File: src/rtl/instruction_sequencer_if.sv
// rtl/instruction_sequencer_if.sv - instruction memory fetch bus between sequencer (master) and imem (slave)
interface instruction_sequencer_if #(
  parameter int ADDR_W = 8
);
  logic [ADDR_W-1:0] read_address;
  logic              imem_req;
  logic [7:0]        imem_data;
  logic              imem_valid;

  modport master (
    output read_address,
    output imem_req,
    input  imem_data,
    input  imem_valid
  );

  modport slave (
    input  read_address,
    input  imem_req,
    output imem_data,
    output imem_valid
  );
endinterface

File: src/rtl/instruction_sequencer.sv
// rtl/instruction_sequencer.sv - fetch/execute sequencer with run/step/halt and fetch timeout; optional BREAKPOINT_EN
module instruction_sequencer #(
  parameter int ADDR_W        = 8,
  parameter int CNT_W         = 16,
  parameter int FETCH_TIMEOUT = 15
) (
  input  logic                   i_clock,
  input  logic                   i_clear,
  input  logic                   i_run,
  input  logic                   i_step,
  input  logic                   i_halt_req,
  input  logic                   i_branch_taken,
  instruction_sequencer_if.master imem,
  output logic [7:0]             o_instruction,
  output logic                   o_exec_en,
  output logic                   o_halted,
  output logic                   o_fault,
  output logic [CNT_W-1:0]       o_retired_count
`ifdef BREAKPOINT_EN
  ,
  input  logic [ADDR_W-1:0]      i_bp_addr,
  output logic                   o_bp_hit
`endif
);

  typedef enum logic [1:0] {
    S_IDLE  = 2'd0,
    S_FETCH = 2'd1,
    S_EXEC  = 2'd2,
    S_HALT  = 2'd3
  } state_t;

  localparam int TMO_W = (FETCH_TIMEOUT < 2) ? 1 : $clog2(FETCH_TIMEOUT + 1);
  // Counter value on the last FETCH cycle allowed to go without imem_valid.
  localparam logic [TMO_W-1:0] TMO_LAST = TMO_W'(FETCH_TIMEOUT - 1);

  state_t            r_state;
  state_t            w_next_state;
  logic [ADDR_W-1:0] r_pc;
  logic [7:0]        r_instr;
  logic              r_fault;
  logic              r_halt_pending;
  logic [TMO_W-1:0]  r_tmo_cnt;
  logic [CNT_W-1:0]  r_retired;

  logic              w_imem_req;
  logic              w_exec_en;
  logic              w_halted;
  logic              w_branch;
  logic [ADDR_W-1:0] w_offset;
  logic [ADDR_W-1:0] w_pc_exec;

`ifdef BREAKPOINT_EN
  logic              r_bp_hit;
  logic              w_bp_trip;
`endif

  // Branch target: only opcode 2'b11 with the datapath condition true uses the signed 2-bit offset.
  assign w_branch  = (r_instr[7:6] == 2'b11) && i_branch_taken;
  assign w_offset  = w_branch ? {{(ADDR_W-2){r_instr[1]}}, r_instr[1:0]} : '0;
  assign w_pc_exec = r_pc + ADDR_W'(1) + w_offset;

  // Next-state and Moore outputs; halt requests take priority over run/step everywhere.
  always_comb begin
    w_next_state = r_state;
    w_imem_req   = 1'b0;
    w_exec_en    = 1'b0;
    w_halted     = 1'b0;
`ifdef BREAKPOINT_EN
    w_bp_trip    = 1'b0;
`endif
    case (r_state)
      S_IDLE: begin
        if (r_halt_pending || i_halt_req) begin
          w_next_state = S_HALT;
        end else if (i_run || i_step) begin
          w_next_state = S_FETCH;
        end
      end
      S_FETCH: begin
        w_imem_req = 1'b1;
        if (imem.imem_valid) begin
          w_next_state = S_EXEC;
        end else if (r_tmo_cnt == TMO_LAST) begin
          w_next_state = S_HALT;
        end
      end
      S_EXEC: begin
        w_exec_en = 1'b1;
        if (r_halt_pending || i_halt_req) begin
          w_next_state = S_HALT;
        end else if (i_run) begin
          w_next_state = S_FETCH;
        end else begin
          w_next_state = S_IDLE;
        end
      end
      S_HALT: begin
        w_halted = 1'b1;
      end
      default: begin
        w_next_state = S_IDLE;
      end
    endcase
`ifdef BREAKPOINT_EN
    // A resume out of a breakpoint stop is not re-checked, so the stopped address executes once.
    if (w_next_state == S_FETCH) begin
      if (r_state == S_IDLE && !r_bp_hit && r_pc == i_bp_addr) begin
        w_next_state = S_IDLE;
        w_bp_trip    = 1'b1;
      end else if (r_state == S_EXEC && w_pc_exec == i_bp_addr) begin
        w_next_state = S_IDLE;
        w_bp_trip    = 1'b1;
      end
    end
`endif
  end

  // State, PC, latched instruction, timeout, fault and retire counter.
  always_ff @(posedge i_clock) begin
    if (i_clear) begin
      r_state        <= S_IDLE;
      r_pc           <= '0;
      r_instr        <= 8'h00;
      r_fault        <= 1'b0;
      r_halt_pending <= 1'b0;
      r_tmo_cnt      <= '0;
      r_retired      <= '0;
    end else begin
      r_state <= w_next_state;
      case (r_state)
        S_FETCH: begin
          if (i_halt_req) begin
            r_halt_pending <= 1'b1;
          end
          if (imem.imem_valid) begin
            r_instr   <= imem.imem_data;
            r_tmo_cnt <= '0;
          end else if (r_tmo_cnt == TMO_LAST) begin
            r_fault   <= 1'b1;
            r_tmo_cnt <= '0;
          end else begin
            r_tmo_cnt <= r_tmo_cnt + TMO_W'(1);
          end
        end
        S_EXEC: begin
          r_pc <= w_pc_exec;
          if (r_retired != {CNT_W{1'b1}}) begin
            r_retired <= r_retired + CNT_W'(1);
          end
        end
        default: begin
        end
      endcase
    end
  end

`ifdef BREAKPOINT_EN
  // Breakpoint flag: set on a stop, cleared when run/step restarts fetching from IDLE.
  always_ff @(posedge i_clock) begin
    if (i_clear) begin
      r_bp_hit <= 1'b0;
    end else if (w_bp_trip) begin
      r_bp_hit <= 1'b1;
    end else if (r_state == S_IDLE && w_next_state == S_FETCH) begin
      r_bp_hit <= 1'b0;
    end
  end

  assign o_bp_hit = r_bp_hit;
`endif

  assign imem.read_address = r_pc;
  assign imem.imem_req     = w_imem_req;
  assign o_instruction     = r_instr;
  assign o_exec_en         = w_exec_en;
  assign o_halted          = w_halted;
  assign o_fault           = r_fault;
  assign o_retired_count   = r_retired;

endmodule

File: src/flat_wrapper.sv
// flat-port wrapper written by rule: the top's interface ports become plain ports
module instruction_sequencer_flat 
#(
  parameter int ADDR_W        = 8,
  parameter int CNT_W         = 16,
  parameter int FETCH_TIMEOUT = 15
)
  (i_clock, i_clear, i_run, i_step, i_halt_req, i_branch_taken, o_instruction, o_exec_en, o_halted, o_fault, o_retired_count, imem_read_address, imem_imem_req, imem_imem_data, imem_imem_valid);
  instruction_sequencer_if #(.ADDR_W(ADDR_W)) imem_i ();
  input  logic i_clock;
  input  logic i_clear;
  input  logic i_run;
  input  logic i_step;
  input  logic i_halt_req;
  input  logic i_branch_taken;
  output logic [7:0] o_instruction;
  output logic o_exec_en;
  output logic o_halted;
  output logic o_fault;
  output logic [CNT_W-1:0] o_retired_count;
  output wire logic [$bits(imem_i.read_address)-1:0] imem_read_address;
  output wire logic [$bits(imem_i.imem_req)-1:0] imem_imem_req;
  input wire logic [$bits(imem_i.imem_data)-1:0] imem_imem_data;
  input wire logic [$bits(imem_i.imem_valid)-1:0] imem_imem_valid;
  assign imem_read_address = imem_i.read_address;
  assign imem_imem_req = imem_i.imem_req;
  assign imem_i.imem_data = imem_imem_data;
  assign imem_i.imem_valid = imem_imem_valid;
  instruction_sequencer #(.ADDR_W(ADDR_W), .CNT_W(CNT_W), .FETCH_TIMEOUT(FETCH_TIMEOUT)) u_core (.i_clock(i_clock), .i_clear(i_clear), .i_run(i_run), .i_step(i_step), .i_halt_req(i_halt_req), .i_branch_taken(i_branch_taken), .imem(imem_i), .o_instruction(o_instruction), .o_exec_en(o_exec_en), .o_halted(o_halted), .o_fault(o_fault), .o_retired_count(o_retired_count));
endmodule
File: config.mk
export PLATFORM = sky130hd
export DESIGN_NAME = instruction_sequencer_flat
export DESIGN_NICKNAME = d
export VERILOG_FILES = /design/src/rtl/instruction_sequencer_if.sv /design/src/rtl/instruction_sequencer.sv /design/src/flat_wrapper.sv
export SDC_FILE = /design/constraint.sdc
export NUM_CORES = 1
export LEC_CHECK = 0
export CAP_MARGIN = 20
export CORE_MARGIN = 2
export CORE_UTILIZATION = 49
export CTS_CLUSTER_SIZE = 28
export DETAILED_ROUTE_END_ITERATION = 8
export PLACE_DENSITY_LB_ADDON = 0.2
export SETUP_SLACK_MARGIN = 0.02
export SLEW_MARGIN = 10
export SYNTH_ARGS = -nofsm -noshare
export SYNTH_HDL_FRONTEND = slang
export SYNTH_SLANG_ARGS = --single-unit
File: constraint.sdc
create_clock -name i_clock -period 2.4 [get_ports i_clock]
set_clock_uncertainty 0.1 [all_clocks]
set_input_delay 0.24 -clock i_clock [delete_from_list [all_inputs] [get_ports i_clock]]
set_output_delay 0.24 -clock i_clock [all_outputs]
set_load 0.01 [all_outputs]
* Word-level counts from Yosys, hierarchy flattened
Index checks and enable logic that the tools add are counted.
** Storage, ports and cells
- Register bits after elaboration :: 40
- Bits of input ports :: 15
- Output and inout bits :: 36
** Cells by class
- Add/subtract/negate cells :: 4
- Eq/ne operators :: 8
- Multiplexer cells :: 13
- Bitwise logic cells :: 1
- Reduce and logical (&&, ||, !) cells :: 10
** Operator list (count)
- adder 16 x 1 -> 16 bit (second input constant) :: 1
- != test 16 bit (second input constant) :: 1
- two-way mux 2 bit :: 5
- adder 8 x 1 -> 8 bit (second input constant) :: 1
- adder 8 bit :: 1
- two-way mux 4 bit :: 2
- two-way mux 8 bit :: 1
- == test 2 bit (second input constant) :: 3
- case mux 2 bit (3 select lines) :: 1
- AND reduction 2 bit :: 3
- AND reduction 3 bit :: 2
- adder 4 x 1 -> 4 bit (second input constant) :: 1
- == test 4 bit (second input constant) :: 1
- two-way mux 1 bit :: 4
- != test 3 x 1 -> 1 bit (second input constant) :: 1
- != test 3 x 2 -> 1 bit (second input constant) :: 1
- nonzero test 3 bit :: 1
- == test 2 x 1 -> 1 bit (second input constant) :: 1
- logical NOT 2 bit :: 1
- logical OR 1 bit :: 2
- logical AND 1 bit :: 1
- inverter 1 bit :: 1

* Longest topological paths before layout
Gate-level depths: netlist (run 1).
- Word-level depth :: 4
- Gate-level depth with buffers :: 8
- Gate-level depth less buffers :: 8

* Worst setup path after synthesis (run 1)
Ideal clock, no wire load.
- Path type :: register to register
- Start point :: register u_core.r_instr[7] (netlist: u_core.o_instruction[7])
- End point :: register u_core.r_pc[4] (netlist: u_core.imem.read_address[4])
- Setup time :: 0.121 ns
- Data arrival time :: 1.708 ns
- Setup slack :: 0.471 ns
- Stages on the path, launching flop included :: 8
- Buffers on the path :: 0
- Period minus slack after synthesis :: 1.929 ns
- Path through :: dfxtp_1 > nand4_1 > xnor2_1 > ha_1 > nor4_1 > nand2_1 > a21oi_1 > mux2_2
** Between the ends
- Cells in the longest elaborated chain, start to end :: 4
** RTL lines
- start: declaration :: line instruction_sequencer.sv:40 : logic [7:0] r_instr;
- start signal: assignment :: line instruction_sequencer.sv:137 : r_instr <= imem.imem_data;
- == test 2 bit :: line instruction_sequencer.sv:59 : assign w_branch = (r_instr[7:6] == 2'b11) && i_branch_taken;
- logical AND 1 bit :: line instruction_sequencer.sv:59
- two-way mux 8 bit :: line instruction_sequencer.sv:60 : assign w_offset = w_branch ? {{(ADDR_W-2){r_instr[1]}}, r_instr[1:0]} : '0;
- adder 8 bit :: line instruction_sequencer.sv:61 : assign w_pc_exec = r_pc + ADDR_W'(1) + w_offset;
- end signal: assignment :: line instruction_sequencer.sv:147 : r_pc <= w_pc_exec;
- end: declaration :: line instruction_sequencer.sv:39 : logic [ADDR_W-1:0] r_pc;
No other way between the ends.
A chain may end at the register's enable or synchronous reset.

* Final worst setup path (run 1)
- Start point :: register u_core.r_state[0]
- End point :: register u_core.r_retired[14] (netlist: u_core.o_retired_count[14])
** Between the ends
- Cells in the longest elaborated chain, start to end :: 2
** RTL lines
- start: declaration :: line instruction_sequencer.sv:37 : state_t r_state;
- start signal: assignment :: line instruction_sequencer.sv:130 : r_state <= w_next_state;
- == test 2 bit :: line instruction_sequencer.sv:131 : case (r_state)
- AND reduction 2 bit (no source line)
- end signal: assignment :: line instruction_sequencer.sv:149 : r_retired <= r_retired + CNT_W'(1);
- end: declaration :: line instruction_sequencer.sv:44 : logic [CNT_W-1:0] r_retired;
No other way between the ends.

==> impl_metrics.csv, run 1 <==
group,metric,value,unit
floorplanning,die-height,69.3,microns
timing,setup_tns,0,ps
route,drt-wirelength-per-cell,13.8,microns
setup_path,crit_required,2500,ps
power,power.share.sequential,0.405,
power,power_switching_share,0.298,
clock_tree,cts_hold_repair.buffers,0,
finish,drive_above_1_share,0.0930,
setup_path,worst_r2r_setup_slack,300,ps
setup_path,critPathLaunchType,"flop",
logic_synthesis,mappedNetlistNets,271,
hold_path,min-delay-path-class,"reg2reg",
power,power.total,1.95,mW
timing,rsz0062_at_grt,"false",
setup_path,critical-path-slowest-cell,"sky130_fd_sc_hd__nor4_2",
timing,max_freq,0.476,GHz
logic_synthesis,postSynthRegisterBits,40,
clock_tree,post-cts-setup-buffers,0,
global_route,grt_remaining_overflow,0,
power,power_frac_comb,0.288,
setup_path,timing.critical_path.from,"u_core.r_state[0]",
setup_path,delay_of_the_slowest_cell_on_the_worst_path,370,ps
clock_tree,clock_latency,290,ps
power,max-vdd-ir-drop,0.482,mV
timing,timing.max_slew.rel_slack,0.656,
setup_path,critPathArrivalTime,2200,ps
logic_synthesis,synth_enable_flop_cells,0,
route,post-route-drc-count,0,
hold_path,hold_path_depth,2,
power,switchingPower,0.580,mW
power,p_leak,0.976,nW
placement,globalplace.congestion,0.764,
placement,place_ws,49.8,ps
placement,placed_cells,343,
setup_path,worst-path-max-fanout,11,
clock_tree,tritoncts,"built",
route,detail_route.wirelength,4850,microns
placement,post-dp-hpwl,3470,microns
power,power_density,702,mW/mm^2
route,avgViaCountPerCell,5.77,
floorplanning,coreArea,0.00406,sq mm
timing,tightest_slew,512,ps
clock_tree,cts_inserted_buffers,5,
finish,finalNetCount,324,
setup_path,critical_path_cell_count,7,
clock_tree,clk_pin_slew_worst_paths,80,ps
clock_tree,clock_tree.root_cell,"sky130_fd_sc_hd__clkbuf_8",
global_route,grtUsageTotal,0.208,
flow_run,drv_cap,0,
route,drt_first_pass_iters,4,
route,drt-initial-drc-count,202,
route,detail-route-antenna-nets,0,
clock_tree,cts.path.max_buffers,2,
timing,min_period,2100,ps
setup_path,worst_setup_path_endpoint,"u_core.o_retired_count[14]",
logic_synthesis,syn_area_per_cell,8.45,sq um
clock_tree,cts.sinks,40,
finish,fin_cells,351,
timing,hold_slack,360,ps
timing,final_min_period_over_clock_period,0.875,
finish,seqCellArea,801,sq um
floorplanning,num_rows,23,
global_route,largest_net_degree_at_the_start_of_global_routing,21,
outcome,outcome,"completed",
finish,multi_input_area,0.00119,sq mm
floorplanning,die_x,69.3,microns
logic_synthesis,post_synth_instance_area,0.00209,sq mm
global_route,grt_pass1_wl,8200,microns
floorplanning,floorplan.die_area,0.00480,sq mm
setup_path,cp_num_buf_inv,2,
timing,final.setup.worst_slack,300,ps
timing,drv_slew,0,
floorplanning,starting_density_of_the_core,0.514,
finish,area_growth,33.0,%
logic_synthesis,synth_flop_cell,"sky130_fd_sc_hd__dfxtp_1",
power,share_clk_of_total_power,0.307,
logic_synthesis,netlist_instances,247,
floorplanning,io-pin-count,51,
logic_synthesis,synth_cell_type_count,52,
setup_path,criticalPathCategory,"reg2reg",
finish,fill_cells,326,
setup_path,r2r_cells,7,
logic_synthesis,yosysWarnings,0,
clock_tree,htree_num_levels,2,
setup_path,path_delay_family,"simple AND/OR/NAND/NOR gates",
logic_synthesis,async_reset_ff_frac,0,
route,route.vias.total,2025,
setup_path,worstPathCellList,"inv_1 > ha_1 > buf_4 > nand2_1 > nor4_2 > a31oi_1 > a211oi_1",
setup_path,reg2reg_to,"u_core.o_retired_count[14]",
timing,setup_viol,0,
global_route,antenna_found_initial,0,
setup_path,setup.worst_path.end_class,"flop",
global_route,grt_pass1_vias,1791,
finish,diodes,0,
logic_synthesis,synth_seq_area_share,0.384,
power,cell_internal_pwr,1.37,mW
timing,report.final.hold_viol_count,0,
clock_tree,cts_repair_resize_count,0,
placement,placement.io_buffers,50,
setup_path,r2r-start,"u_core.r_state[0]",
[sequential cells by signal, summed over array words and instances (netlist names)]
register                  cells
u_core.r_halt_pending         1
u_core.r_tmo_cnt              4
u_core.o_instruction          8
u_core.imem.read_address      8
u_core.o_fault                1
u_core.r_state                2
u_core.o_retired_count       16
[cell type report]
class | instances | area share
multi-input combinational | 185 | 0.429
sequential | 40 | 0.288
clock inverter | 1 | 0.0108
timing repair buffer | 57 | 0.199
inverter | 11 | 0.0149
clock buffer | 7 | 0.0347
tap | 50 | 0.0225
[placed cells by master (no fill, tap or decap), types with 3 or more instances in the layout]
master	instances
sky130_fd_sc_hd__o31ai_1	5
sky130_fd_sc_hd__nor2b_1	3
sky130_fd_sc_hd__clkbuf_8	7
sky130_fd_sc_hd__buf_4	7
sky130_fd_sc_hd__or4_1	5
sky130_fd_sc_hd__and3_1	4
sky130_fd_sc_hd__dfxtp_1	40
sky130_fd_sc_hd__nor2_1	20
sky130_fd_sc_hd__mux2i_1	4
sky130_fd_sc_hd__nand3_1	15
sky130_fd_sc_hd__inv_1	11
sky130_fd_sc_hd__nand4_1	9
sky130_fd_sc_hd__o21ai_0	6
sky130_fd_sc_hd__xnor2_1	3
sky130_fd_sc_hd__ha_1	9
sky130_fd_sc_hd__a21oi_1	24
sky130_fd_sc_hd__nand2_1	20
sky130_fd_sc_hd__nor3_1	12
sky130_fd_sc_hd__nor4_1	3
sky130_fd_sc_hd__clkdlybuf4s50_1	50
sky130_fd_sc_hd__and4_1	3
sky130_fd_sc_hd__or3_1	6
[cells in the mapped netlist (all sizes together), types with 2 or more instances]
| cell | number | share of area |
|---|---|---|
| nand2b | 2 | 0.0060 |
| clkbuf | 8 | 0.015 |
| or3 | 6 | 0.018 |
| nor4 | 4 | 0.015 |
| dfxtp | 40 | 0.38 |
| and4 | 4 | 0.018 |
| nand2 | 21 | 0.039 |
| and3 | 5 | 0.017 |
| o31ai | 5 | 0.018 |
| a21o | 2 | 0.0072 |
| inv | 11 | 0.020 |
| nand3 | 16 | 0.041 |
| o21ai | 6 | 0.014 |
| a41oi | 2 | 0.0084 |
| nor3 | 12 | 0.029 |
| nor2b | 3 | 0.0090 |
| xnor2 | 3 | 0.013 |
| a21oi | 25 | 0.062 |
| or4 | 6 | 0.023 |
| a211oi | 2 | 0.0072 |
| mux2i | 4 | 0.019 |
| ha | 9 | 0.054 |
| nand4 | 11 | 0.039 |
| nor2 | 20 | 0.036 |
| buf | 3 | 0.010 |
[power by group through the flow]
| stage | combinational, mW | sequential [mW] | clock (mW) |
|---|---|---|---|
| final | 0.562 | 0.790 | 0.598 |
| after global routing | 0.628 | 0.799 | 0.646 |
| after CTS | 0.563 | 0.789 | 0.616 |
| after detailed placement | 0.560 | 0.802 | 0 |
| after global placement | 0.552 | 0.803 | 0 |
| after floorplan | 0.338 | 0.803 | 0 |
[worst reg2reg max path: cells and delay by family (launching register included)]
kind | cells | cell delay [ps]
flip-flops | 1 | 340
AND/OR/NAND/NOR | 2 | 520
AO/OA/AOI/OAI | 2 | 380
adder cells (fa/ha/maj) | 1 | 330
buffers and inverters | 2 | 340
[how the worst min path moves through the flow]
| stage | to | from |
|---|---|---|
| final | u_core.o_instruction[4] | u_core.o_instruction[4] |
| after detailed placement | u_core.o_instruction[4] | u_core.o_instruction[4] |
| after CTS | u_core.o_instruction[4] | u_core.o_instruction[4] |
| after global routing | u_core.o_instruction[2] | u_core.o_instruction[2] |
| after global placement | u_core.o_fault | u_core.o_fault |
| after floorplan | u_core.r_halt_pending | i_halt_req |
[per-layer routing]
| layer | track usage | share of wire | up-vias |
|---|---|---|---|
| li1 | - | - | 1025 |
| met1 | 0.272 | 0.46 | 950 |
| met2 | 0.322 | 0.47 | 48 |
| met3 | 0.0727 | 0.059 | 2 |
| met4 | 0.0632 | 0.0054 | 0 |
| met5 | 0 | 0 | - |
[logic make-up (layout without fill, tap and decap cells)]
kind of cell               count (synthesis)  in the layout  synth area share
and+or+nand+nor                          115            115             0.311
AOI/OAI and AO/OA                         52             52             0.165
muxes                                      5              5            0.0246
buffers and inverters                     22             76            0.0450
DFF                                       40             40             0.384
xor gates and xnor gates                   4              4            0.0168
adders and majority gates                  9              9            0.0540
[per-stage QoR]
stage	utilization	area, sq um
after floorplan	-	2090
after global placement	0.653	2650
after detailed placement	0.653	2650
after CTS	0.684	2780
after global routing	0.684	2780
final	0.684	2780
(Power assumes the default switching activity.)
==> inputs of run 2 (changes only) <==
--- a/constraint.sdc
+++ b/constraint.sdc
@@ -3,3 +3,3 @@
 set_input_delay 0.24 -clock i_clock [delete_from_list [all_inputs] [get_ports i_clock]]
 set_output_delay 0.24 -clock i_clock [all_outputs]
-set_load 0.01 [all_outputs]
+set_load 0.005 [all_outputs]
==> results of run 2 <==
Same layout as run 1 (identical final DEF). Status: completed.
Among the figures that moved: total power 1.95 mW -> 1.93 mW; worst IR drop on VDD 0.482 mV -> 0.481 mV
